## src/rtl/dadda_mac_pipe_if.sv

```systemverilog
// Handshake and data bundle for dadda_mac_pipe.
// master: the side that issues operands and consumes results.
// slave:  the MAC pipeline itself.
interface dadda_mac_pipe_if #(
    parameter int WIDTH = 4,
    parameter int ACC_W = 2*WIDTH+4
);
    logic                      in_valid;
    logic                      in_ready;
    logic signed [WIDTH-1:0]   a;
    logic signed [WIDTH-1:0]   b;
    logic                      acc_en;
    logic                      acc_clr;
    logic                      out_valid;
    logic                      out_ready;
    logic signed [2*WIDTH-1:0] prod;
    logic signed [ACC_W-1:0]   acc;
    logic                      acc_ovf;

    modport master (
        output in_valid, a, b, acc_en, acc_clr, out_ready,
        input  in_ready, out_valid, prod, acc, acc_ovf
    );

    modport slave (
        input  in_valid, a, b, acc_en, acc_clr, out_ready,
        output in_ready, out_valid, prod, acc, acc_ovf
    );
endinterface

```

## src/rtl/dadda_mac_pipe.sv

```systemverilog
// Two-stage pipelined signed multiply-accumulate.
// Stage 1: Baugh-Wooley partial products reduced by a Dadda tree to a
//          carry-save pair (z0, z1).
// Stage 2: carry-propagate add with the residual correction constant,
//          then the optional accumulate with a sticky overflow flag.
// Build option: define DADDA_MAC_SAT_EN to clamp the accumulator on
// overflow; otherwise it wraps. The port list is the same in both builds.
module dadda_mac_pipe #(
    parameter int WIDTH = 4,
    parameter int ACC_W = 2*WIDTH+4
) (
    input  logic            clk,
    input  logic            rst,
    dadda_mac_pipe_if.slave bus
);
    localparam int PW   = 2*WIDTH;
    localparam int MAXH = 2*WIDTH + 2;
    localparam int NSTG = 16;
    // Baugh-Wooley needs 2^WIDTH + 2^(PW-1) added to the inverted-sign-row
    // partial products. The tree absorbs 2^(WIDTH-1) + 2^(PW-1) as constant
    // bits; the remaining 2^(WIDTH-1) is left for the final adder.
    localparam logic [PW-1:0] CORR = PW'(1) << (WIDTH-1);
`ifdef DADDA_MAC_SAT_EN
    localparam logic signed [ACC_W-1:0] ACC_MAX = {1'b0, {(ACC_W-1){1'b1}}};
    localparam logic signed [ACC_W-1:0] ACC_MIN = {1'b1, {(ACC_W-1){1'b0}}};
`endif

    function automatic logic add_ovf(input logic signed [ACC_W-1:0] x,
                                     input logic signed [ACC_W-1:0] y,
                                     input logic signed [ACC_W-1:0] s);
        return (x[ACC_W-1] == y[ACC_W-1]) && (s[ACC_W-1] != x[ACC_W-1]);
    endfunction

    function automatic logic signed [ACC_W-1:0] sat_add(input logic signed [ACC_W-1:0] x,
                                                        input logic signed [ACC_W-1:0] y);
        logic signed [ACC_W-1:0] s;
        s = x + y;
`ifdef DADDA_MAC_SAT_EN
        if (add_ovf(x, y, s)) s = y[ACC_W-1] ? ACC_MIN : ACC_MAX;
`endif
        return s;
    endfunction

    logic          vld_p1, vld_p2;
    logic          s2_load;
    logic [PW-1:0] z0_c, z1_c;
    logic [PW-1:0] z0_p1, z1_p1;
    logic          acc_en_p1, acc_clr_p1;

    logic signed [PW-1:0]    prod_c;
    logic signed [ACC_W-1:0] p_c, acc_c;
    logic                    ovf_c;
    logic signed [PW-1:0]    prod_p2;
    logic signed [ACC_W-1:0] acc_p2;
    logic                    ovf_p2;

    assign s2_load      = vld_p1 && (!vld_p2 || bus.out_ready);
    assign bus.in_ready = !vld_p1 || s2_load;

    // Partial-product matrix and Dadda reduction down to two rows.
    always_comb begin
        logic mat [PW][MAXH];
        int   h [PW];
        int   dlist [NSTG];
        logic x, y, w;
        x = 1'b0;
        y = 1'b0;
        w = 1'b0;
        z0_c = '0;
        z1_c = '0;
        for (int c = 0; c < PW; c++) begin
            h[c] = 0;
            for (int r = 0; r < MAXH; r++) mat[c][r] = 1'b0;
        end
        for (int i = 0; i < WIDTH; i++) begin
            for (int j = 0; j < WIDTH; j++) begin
                mat[i+j][h[i+j]] = (bus.a[i] & bus.b[j]) ^ ((i == WIDTH-1) != (j == WIDTH-1));
                h[i+j]++;
            end
        end
        mat[WIDTH-1][h[WIDTH-1]] = 1'b1;
        h[WIDTH-1]++;
        mat[PW-1][h[PW-1]] = 1'b1;
        h[PW-1]++;
        dlist[0] = 2;
        for (int k = 1; k < NSTG; k++) dlist[k] = (dlist[k-1] * 3) / 2;
        // Targets above the tallest column leave it untouched, so walking the
        // whole sequence top-down applies exactly the Dadda stages needed.
        for (int s = NSTG-1; s >= 0; s--) begin
            for (int c = 0; c < PW; c++) begin
                for (int k = 0; k < MAXH; k++) begin
                    if (h[c] > dlist[s]) begin
                        if (h[c] == dlist[s] + 1) begin
                            x = mat[c][h[c]-2];
                            y = mat[c][h[c]-1];
                            mat[c][h[c]-2] = x ^ y;
                            h[c] = h[c] - 1;
                            if (c + 1 < PW) begin
                                mat[c+1][h[c+1]] = x & y;
                                h[c+1]++;
                            end
                        end else begin
                            x = mat[c][h[c]-3];
                            y = mat[c][h[c]-2];
                            w = mat[c][h[c]-1];
                            mat[c][h[c]-3] = x ^ y ^ w;
                            h[c] = h[c] - 2;
                            if (c + 1 < PW) begin
                                mat[c+1][h[c+1]] = (x & y) | (x & w) | (y & w);
                                h[c+1]++;
                            end
                        end
                    end
                end
            end
        end
        for (int c = 0; c < PW; c++) begin
            z0_c[c] = (h[c] > 0) ? mat[c][0] : 1'b0;
            z1_c[c] = (h[c] > 1) ? mat[c][1] : 1'b0;
        end
    end

    // Pipeline occupancy; everything in flight is dropped on reset.
    always_ff @(posedge clk or posedge rst) begin
        if (rst) begin
            vld_p1 <= 1'b0;
            vld_p2 <= 1'b0;
        end else begin
            if (bus.in_ready) vld_p1 <= bus.in_valid;
            if (s2_load) vld_p2 <= 1'b1;
            else if (bus.out_ready) vld_p2 <= 1'b0;
        end
    end

    // ---- stage 1 boundary: carry-save pair and accumulate controls ----
    always_ff @(posedge clk) begin
        if (bus.in_ready && bus.in_valid) begin
            z0_p1      <= z0_c;
            z1_p1      <= z1_c;
            acc_en_p1  <= bus.acc_en;
            acc_clr_p1 <= bus.acc_clr;
        end
    end

    // Final add and accumulate decision for the transaction in stage 1.
    always_comb begin
        prod_c = z0_p1 + z1_p1 + CORR;
        p_c    = ACC_W'(prod_c);
        acc_c  = acc_p2;
        ovf_c  = ovf_p2;
        if (acc_clr_p1) begin
            acc_c = acc_en_p1 ? p_c : '0;
            ovf_c = 1'b0;
        end else if (acc_en_p1) begin
            acc_c = sat_add(acc_p2, p_c);
            ovf_c = ovf_p2 | add_ovf(acc_p2, p_c, acc_p2 + p_c);
        end
    end

    // ---- stage 2 boundary: product, accumulator, sticky overflow ----
    always_ff @(posedge clk or posedge rst) begin
        if (rst) begin
            prod_p2 <= '0;
            acc_p2  <= '0;
            ovf_p2  <= 1'b0;
        end else if (s2_load) begin
            prod_p2 <= prod_c;
            acc_p2  <= acc_c;
            ovf_p2  <= ovf_c;
        end
    end

    assign bus.out_valid = vld_p2;
    assign bus.prod      = prod_p2;
    assign bus.acc       = acc_p2;
    assign bus.acc_ovf   = ovf_p2;
endmodule

```

## src/flat_wrapper.sv

```systemverilog
// flat-port wrapper written by rule: the top's interface ports become plain ports
module dadda_mac_pipe_flat 
#(
    parameter int WIDTH = 4,
    parameter int ACC_W = 2*WIDTH+4
)
  (clk, rst, bus_in_valid, bus_a, bus_b, bus_acc_en, bus_acc_clr, bus_out_ready, bus_in_ready, bus_out_valid, bus_prod, bus_acc, bus_acc_ovf);
  dadda_mac_pipe_if #(.WIDTH(WIDTH), .ACC_W(ACC_W)) bus_i ();
  input  logic clk;
  input  logic rst;
  input wire logic [$bits(bus_i.in_valid)-1:0] bus_in_valid;
  input wire logic [$bits(bus_i.a)-1:0] bus_a;
  input wire logic [$bits(bus_i.b)-1:0] bus_b;
  input wire logic [$bits(bus_i.acc_en)-1:0] bus_acc_en;
  input wire logic [$bits(bus_i.acc_clr)-1:0] bus_acc_clr;
  input wire logic [$bits(bus_i.out_ready)-1:0] bus_out_ready;
  output wire logic [$bits(bus_i.in_ready)-1:0] bus_in_ready;
  output wire logic [$bits(bus_i.out_valid)-1:0] bus_out_valid;
  output wire logic [$bits(bus_i.prod)-1:0] bus_prod;
  output wire logic [$bits(bus_i.acc)-1:0] bus_acc;
  output wire logic [$bits(bus_i.acc_ovf)-1:0] bus_acc_ovf;
  assign bus_i.in_valid = bus_in_valid;
  assign bus_i.a = bus_a;
  assign bus_i.b = bus_b;
  assign bus_i.acc_en = bus_acc_en;
  assign bus_i.acc_clr = bus_acc_clr;
  assign bus_i.out_ready = bus_out_ready;
  assign bus_in_ready = bus_i.in_ready;
  assign bus_out_valid = bus_i.out_valid;
  assign bus_prod = bus_i.prod;
  assign bus_acc = bus_i.acc;
  assign bus_acc_ovf = bus_i.acc_ovf;
  dadda_mac_pipe #(.WIDTH(WIDTH), .ACC_W(ACC_W)) u_core (.clk(clk), .rst(rst), .bus(bus_i));
endmodule
```

## config.mk

```make
export PLATFORM = sky130hd
export DESIGN_NAME = dadda_mac_pipe_flat
export DESIGN_NICKNAME = d
export VERILOG_FILES = /design/src/rtl/dadda_mac_pipe_if.sv /design/src/rtl/dadda_mac_pipe.sv /design/src/flat_wrapper.sv
export SDC_FILE = /design/constraint.sdc
export NUM_CORES = 1
export LEC_CHECK = 0
export CORE_UTILIZATION = 33
export CTS_BUF_LIST = sky130_fd_sc_hd__clkbuf_8 sky130_fd_sc_hd__clkbuf_16
export DETAILED_ROUTE_END_ITERATION = 8
export SYNTH_ARGS = -nofsm -noshare
export SYNTH_HDL_FRONTEND = slang
export SYNTH_SLANG_ARGS = --single-unit
```

## constraint.sdc

```tcl
create_clock -name clk -period 8.78 [get_ports clk]
set_clock_uncertainty 0.2 [all_clocks]
set_input_delay 1.756 -clock clk [delete_from_list [all_inputs] [get_ports clk]]
set_output_delay 1.756 -clock clk [all_outputs]
set_load 0.005 [all_outputs]
```

==> results of run 1 <==
[power groups by stage]
| stage | Sequential, W | Combinational [W] | Clock, W |
|---|---|---|---|
| after floorplan | 0.000264 | 0.000313 | 0 |
| after global placement | 0.000270 | 0.000447 | 0 |
| after detailed placement | 0.000269 | 0.000453 | 0 |
| after CTS | 0.000266 | 0.000455 | 0.000187 |
| after global routing | 0.000272 | 0.000512 | 0.000193 |
| final | 0.000264 | 0.000452 | 0.000181 |
[path summary, 6_finish.rpt]
kind	startpoint	end	slack (ns)	depth (start not counted)
worst max-delay path	bus_out_ready	bus_in_ready	3.94	3
worst min-delay path	u_core.bus.prod[5]	u_core.bus.prod[5]	0.28	2
worst max register to register	u_core.z1_p1[2]	u_core.bus.acc_ovf	4.88	13
worst min register to register	u_core.bus.prod[5]	u_core.bus.prod[5]	0.28	2
max in group asynchronous	rst	u_core.bus.prod[2]	6.02	2
min in group asynchronous	rst	u_core.bus.out_valid	1.77	2
[cell families after synthesis]
group           synth area share
simple gates               0.173
buf+inv                   0.0365
flops                      0.410
xor+xnor                  0.0350
mux                       0.0165
fa+ha+maj                  0.173
compound gates             0.156
[synthesized netlist by cell type (6+ instances only)]
library cell / n / share of area
inv_1: 18 / 0.027
ha_1: 25 / 0.13
a21o_1: 7 / 0.021
a21oi_1: 12 / 0.024
xnor2_1: 8 / 0.028
fa_1: 6 / 0.048
o21ai_0: 12 / 0.024
and2_1: 10 / 0.025
nor2_1: 8 / 0.012
nand2_1: 45 / 0.067
dfrtp_1: 23 / 0.23
edfxtp_1: 15 / 0.18
[per-layer routing]
layer	vias up	part of all wire
met5	-	0
met4	0	0.012
met3	8	0.045
met2	39	0.43
met1	881	0.51
li1	951	-
[final cells by class]
type	count	share of cell area
clock inverter	3	0.0222
clock buffer	5	0.0222
tap	99	0.0400
inverter	18	0.0218
sequential	38	0.331
multi-input combinational	188	0.447
timing repair buffer	36	0.116
[stage by stage]
step	power [W]	hold WS, ns	utilization	instances	area [um2]
3_3_place_gp	0.000717	0.264	0.406	379	2960
4_1_cts	0.000907	0.285	0.425	387	3100
3_5_place_dp	0.000722	0.263	0.406	379	2960
5_1_grt	0.000977	0.309	0.425	387	3100
2_1_floorplan	0.000577	0.269	-	250	2500
6_report	0.000897	0.279	0.425	387	3100
[layout by cell type, fill, tap and decap left out, types with 2 or more instances in the layout]
master and instances:
o21a_1 3, clkbuf_8 5, edfxtp_1 15, bufinv_16 2
xnor2_1 8, a21oi_1 12, dfrtp_1 23, a21o_1 7
clkdlybuf4s50_1 36, xor2_1 2, nand2b_1 3, nor3b_1 4
inv_1 18, fa_1 6, nand2_1 45, o21ai_1 4
a221o_1 2, a211oi_1 4, o21ai_0 12, nor3_1 3
ha_1 25, mux2i_1 3, and2_1 10, nor2_1 8
nand3_1 4, and2b_1 2, a31oi_1 2
[worst max-delay path: stages]
cell and delay (ns):
clkdlybuf4s50_1 0.47, nand3b_1 0.14, clkdlybuf4s50_1 0.52
[flip-flops by register name (all words and copies together) (netlist names)]
signal / flops
u_core.bus.out_valid: 1
u_core.acc_clr_p1: 1
u_core.bus.acc: 12
u_core.bus.acc_ovf: 1
u_core.vld_p1: 1
u_core.acc_en_p1: 1
u_core.bus.prod: 8
u_core.z1_p1: 6
u_core.z0_p1: 7
==> flow_summary.ini, run 1 <==
[route]
drtPass1Iterations = 4
viasPerCell = 4.86
antenna_left = 0
drcViolationCount = 0
vias = 1879
drt_wl_total_mm = 4.91
drt_iter0_drc = 66
wl_per_cell_um = 12.7

[floorplanning]
io_pins = 37
rows = 31
die_w_um = 89.1
die_area_um2 = 7940
die_h_um = 89.1
initial_core_util = 0.343
core_area_um2 = 7290

[setup_path]
critical_path_class = in2out
crit_arrival_ns = 2.88
worstSetupStartpointType = primary input
crit_fanout = 3
cp.required_ns = 6.82
endpoint_kind = primary output

[finish]
area_growth_pct = 23.9
multi_input_area_um2 = 1390
nFillCells = 751
antenna_cells = 0
register_area_um2 = 1030
drive_gt1_frac = 0.0521
fin_nets = 332

[cts]
post_cts_resized = 0
clockRootBuffer = clkbuf_8
postCtsHoldBufs = 0
clock_path_buffers = 2
numCtsBuffers = 5
clk_pin_slew_worst_paths_ns = 0.08
cts_setup_buffers = 0
cts.sinks = 38
h-tree-depth = 2
tritoncts = yes
clk-insertion-delay-late_ns = 0.29

[global_route]
grtUsageMet3 = 0.0323
grt_busiest_layer = met2
grt_pass1_vias = 1848
grt_max_degree = 24
antenna_found_initial = 0
overflow = 0
grt_pass1_wl_mm = 8.49
globalRouteMet1Util = 0.197
grtUsageTotal = 0.142
met2_usage = 0.220

[logic_synthesis]
synth.avg_cell_area_um2 = 10.0
ys_ff_latch = 38
synthesis.nets = 295
async_flop_share = 0.605
synth_edf_count = 15
ys_types = 46
synthCells = 250
yosysWarnings = 0
synth_seq_area_share = 0.410
ys.flop_type = dfrtp_1
netlist_area_um2 = 2500

[power]
swShare = 0.357
p_leak_nw = 1.38
comb_power_share = 0.504
irDropWorstVdd_v = 0.000105
power.share.clock = 0.202
power_density_nw_per_um2 = 289
seqPwrFrac = 0.295
netSwitchingPower_w = 0.000320
internal_power_w = 0.000577

[sta]
post-route-period-util = 0.551
setup_tns_ns = 0
relSlewSlack = 0.295
tightest_slew_ns = 1.05
fmax_mhz = 207
setup_ws_ns = 3.94
finalCriticalPeriod_ns = 4.84
hold_viol = 0
maxSlewViolCount = 0
setup_violations = 0
rsz0062_at_grt = no

[place]
port_buffers = 36
hpwl_mm = 3.76
place_ws_ns = 3.94
gp_congestion = 0.801

[flow_run]
maxCapViolations = 0

[worst_hold_path]
hp-class = reg2reg

[status]
status = finished, final reports clean
No activity file was read; power rests on OpenSTA's default activity.
==> inputs of run 2 (changes only) <==
Clock period 8.78 ns to 4.9 ns, I/O delays scaled along.
==> flow_summary.ini, run 2 (same netlist as run 1, synthesis figures left out) <==
[finish]
drive_gt1_frac = 0.0486
layout_common_cells = nand2_1, clkdlybuf4s50_1, ha_1
fin_nets = 332
stdcell_area_um2 = 3050
antenna_cells = 0
final_common_cell = nand2_1
area_growth_pct = 21.8
largest_register_ffs = 12
final_cell_count_no_fill = 387

[floorplanning]
rows = 31
die_h_um = 89.1
core_area_um2 = 7290
io_pins = 37
die_w_um = 89.1
die_area_um2 = 7940
initial_core_util = 0.343

[setup_path]
critical_path_class = reg2reg
endpoint_kind = register
crit_fanout = 5
crit_arrival_ns = 3.87
worstSetupStartpointType = register
cp.required_ns = 4.88

[power]
netSwitchingPower_w = 0.000574
internal_power_w = 0.000928
power_density_nw_per_um2 = 493
total_power_w = 0.00150
seqPwrFrac = 0.317
swShare = 0.382
power.share.clock = 0.140
comb_power_share = 0.542
irDropWorstVdd_v = 0.000178
p_leak_nw = 1.35

[global_route]
grt_max_degree = 24
globalRouteMet1Util = 0.197
antenna_found_initial = 0
overflow = 0
grt_pass1_vias = 1794
grt_busiest_layer = met2
grtUsageTotal = 0.141
met2_usage = 0.219
grtUsageMet3 = 0.0286
grt_pass1_wl_mm = 8.53

[status]
status = finished, final reports clean

[sta]
finalCriticalPeriod_ns = 3.89
setup_tns_ns = 0
rsz0062_at_grt = no
hold_viol = 0
holdWs_ns = 0.281
maxSlewViolCount = 0
fmax_mhz = 257
tightest_slew_ns = 1.01
relSlewSlack = 0.320
setup_violations = 0
post-route-period-util = 0.793

[place]
dpl-instance-area_um2 = 2960
placedCellCount = 379
port_buffers = 36
hpwl_mm = 3.94
gp_congestion = 0.888

[cts]
cts_setup_buffers = 0
h-tree-depth = 2
postCtsHoldBufs = 0
clock_path_buffers = 2
tritoncts = yes
cts.sinks = 38
clk_pin_slew_worst_paths_ns = 0.08
clockRootBuffer = clkbuf_8
numCtsBuffers = 5
clk-insertion-delay-late_ns = 0.29
post_cts_resized = 0

[route]
drtPass1Iterations = 4
drcViolationCount = 0
wl_per_cell_um = 13.2
vias = 1880
antenna_left = 0
drt_wl_total_mm = 5.11
viasPerCell = 4.86
drt_iter0_drc = 98

[worst_hold_path]
hp-class = reg2reg

[flow_run]
maxCapViolations = 0
## run 2: cell type report
cell class	count	area, um2
Tap cell	99	124
Multi-Input combinational cell	188	1390
Clock buffer	5	68.8
Inverter	18	67.6
Sequential cell	38	1030
Fill cell	759	4240
Timing Repair Buffer	36	360
Clock inverter	3	16.3
## run 2: stage by stage
stage	setup slack, ns	util
global route	0.709	0.418
CTS	1.03	0.418
finish	1.01	0.418
global placement	1.17	0.406
floorplan	1.32	-
detailed placement	1.07	0.406
## run 2: worst paths after layout
kind / startpoint / end / slack (ns) / depth (start not counted)
setup / recovery: u_core.z1_p1[2] / u_core.bus.acc_ovf / 1.01 / 13
hold / removal: u_core.bus.prod[4] / u_core.bus.prod[4] / 0.28 / 2
setup reg to reg: u_core.z1_p1[2] / u_core.bus.acc_ovf / 1.01 / 13
hold reg to reg: u_core.bus.prod[4] / u_core.bus.prod[4] / 0.28 / 2
max in group asynchronous: rst / u_core.bus.prod[2] / 2.91 / 2
min in group asynchronous: rst / u_core.bus.prod[7] / 1.01 / 2
## run 2: power groups by stage
stage	combinational [W]	sequential, W	clock, W
6_report	0.000815	0.000476	0.000211
5_1_grt	0.000911	0.000488	0.000229
4_1_cts	0.000819	0.000478	0.000220
3_5_place_dp	0.000813	0.000484	0
3_3_place_gp	0.000800	0.000482	0
2_1_floorplan	0.000561	0.000473	0
## run 2: metal layers
layer  up-vias  wire [um]
li1        952          -
met1       890       2570
met2        36       2290
met3         2        213
met4         0         27
met5         -          0
## run 2: critical path, cell delays in order (launching register included)
cell,delay (ns)
edfxtp_1,0.38
ha_1,0.30
ha_1,0.24
fa_1,0.42
a21o_1,0.20
a21oi_1,0.16
xnor2_1,0.20
ha_1,0.36
a2111oi_0,0.38
o21ai_1,0.21
a2111oi_2,0.36
nor3_2,0.12
mux2i_1,0.17
a21oi_1,0.08
==> inputs of run 3 (changes only) <==
Clock period 4.9 ns to 3.3 ns, I/O delays scaled along.
==> flow_summary.ini, run 3 (same netlist as run 1, synthesis figures left out) <==
[power]
power.share.clock = 0.146
power_density_nw_per_um2 = 776
irDropWorstVdd_v = 0.000220
comb_power_share = 0.593
swShare = 0.366
internal_power_w = 0.00173
seqPwrFrac = 0.261
p_leak_nw = 1.57
netSwitchingPower_w = 0.000997

[global_route]
grt_pass1_vias = 2088
overflow = 0
grt_pass1_wl_mm = 9.58
antenna_found_initial = 0
grtUsageTotal = 0.157
grt_max_degree = 24

[worst_hold_path]
holdPathEnd = u_core.bus.prod[5]
worstHoldStart = u_core.bus.prod[5]
hold_depth = 2
hp-class = reg2reg

[setup_path]
r2r_end = u_core.bus.acc_ovf
crit_chain = ha_4 > ha_4 > fa_2 > a21o_1 > a21oi_2 > xnor2_2 > ha_4 > a2111oi_4 > o21ai_2 > a2111oi_4 > nor3_2 > mux2i_1 > a21oi_1
ff2ff_setup_slack_ns = -0.15
r2r-start = u_core.z1_p1[2]
slowest_delay_ns = 0.42
slowest_stage = edfxtp_1
cp.required_ns = 3.28
endpoint_kind = register
critical_path_class = reg2reg
r2r_cells = 13
crit_fanout = 3
crit_arrival_ns = 3.43
cp_common_cell = ha_4
worstSetupStartpointType = register

[finish]
antenna_cells = 0
largest_register_ffs = 12
drive_gt1_frac = 0.221
multi_input_area_um2 = 1540
area_growth_pct = 40.3
post-route-util = 0.481
nFillCells = 703
fin_nets = 370
layout_common_cells = nand2_1, buf_4, clkdlybuf4s50_1
final_common_cell = nand2_1
register_area_um2 = 1030

[sta]
setup_violations = 3
relSlewSlack = 0.392
finalCriticalPeriod_ns = 3.45
holdWs_ns = 0.278
maxSlewViolCount = 0
setup_ws_ns = -0.147
rsz0062_at_grt = yes
post-route-period-util = 1.04
fmax_mhz = 290
hold_viol = 0
tightest_slew_ns = 0.911

[route]
drt_wl_total_mm = 5.53
drt_iter0_drc = 64
drtPass1Iterations = 5
viasPerCell = 4.75
wl_per_cell_um = 13.0
vias = 2020
antenna_left = 0
drcViolationCount = 0

[floorplanning]
die_area_um2 = 7940
io_pins = 37
initial_core_util = 0.343
die_h_um = 89.1
core_area_um2 = 7290
die_w_um = 89.1
rows = 31

[cts]
tritoncts = yes
cts.sinks = 38
clockRootBuffer = clkbuf_8
clk_pin_slew_worst_paths_ns = 0.08
clock_path_buffers = 2
clk-insertion-delay-late_ns = 0.29
h-tree-depth = 2
numCtsBuffers = 5
postCtsHoldBufs = 0

[place]
hpwl_mm = 4.26
port_buffers = 36
gp_congestion = 0.816

[flow_run]
maxCapViolations = 0

[status]
violations = setup timing
status = finished, violations left
-- run 3: cell types whose count changed in the layout (fill, tap and decap cells not counted), moves of 2 or more --
cell and change:
a21oi_2 +4, buf_4 +38, a21oi_1 -5, ha_4 +5, o21ai_2 +2, ha_1 -6
a2111oi_4 +2, o21ai_0 -2
-- run 3: metrics by stage --
stage,power [W],std cells,instance area [um2],setup slack (ns),TNS (ns)
after CTS,0.00258,423,3410,-0.203,-0.383
after detailed placement,0.00211,415,3250,-0.364,-1.02
after floorplan,0.00154,250,2520,-0.234,-0.420
after global placement,0.00209,415,3250,-0.294,-0.656
after global routing,0.00296,425,3510,-0.295,-0.917
final,0.00272,425,3510,-0.147,-0.253
-- run 3: timing repair --
| action | 4_1_cts | 5_1_grt |
|---|---|---|
| pin swaps | 14 | 9 |
| hold endpoints to repair | 0 | 0 |
| gates resized for setup | 10 | 13 |
| buffers inserted | 0 | 2 |
| setup endpoints to repair | 6 | 6 |
-- run 3: worst max-delay path by stage --
stage / start / endpoint / slack (ns) / cells after the start
after floorplan: u_core.z0_p1[2] / u_core.bus.acc_ovf / -0.23 / 13
after global placement: u_core.z0_p1[2] / u_core.bus.acc_ovf / -0.29 / 13
after detailed placement: u_core.z0_p1[2] / u_core.bus.acc_ovf / -0.36 / 13
after CTS: u_core.z1_p1[2] / u_core.bus.acc_ovf / -0.20 / 13
after global routing: u_core.z1_p1[2] / u_core.bus.acc_ovf / -0.29 / 14
final: u_core.z1_p1[2] / u_core.bus.acc_ovf / -0.15 / 13
-- run 3: area by class of cell --
cell class | count | share of cell area
Tap cell | 99 | 0.0353
Clock inverter | 3 | 0.0114
Timing Repair Buffer | 74 | 0.184
Inverter | 18 | 0.0193
Multi-Input combinational cell | 188 | 0.438
Sequential cell | 38 | 0.292
Clock buffer | 5 | 0.0196
-- run 3: worst max-delay path, delay by kind of cell (launching register included) --
kind / cells / cell delay [ns]
compound gates: 6 / 1.28
xor+xnor: 1 / 0.17
mux: 1 / 0.15
simple gates: 1 / 0.10
flops: 1 / 0.42
fa+ha+maj: 4 / 1.01
-- run 3: per-layer routing --
metal	up-vias	track usage	share of wire
li1	1024	-	-
met1	958	0.198	0.45
met2	31	0.275	0.51
met3	7	0.0295	0.025
met4	0	0.0433	0.013
met5	-	0	0
-- run 3: power groups by stage --
stage / registers (W) / logic [W] / clock network [W]
after floorplan: 0.000702 / 0.000838 / 0
after global placement: 0.000713 / 0.00138 / 0
after detailed placement: 0.000714 / 0.00140 / 0
after CTS: 0.000706 / 0.00146 / 0.000409
after global routing: 0.000728 / 0.00180 / 0.000428
final: 0.000711 / 0.00162 / 0.000397
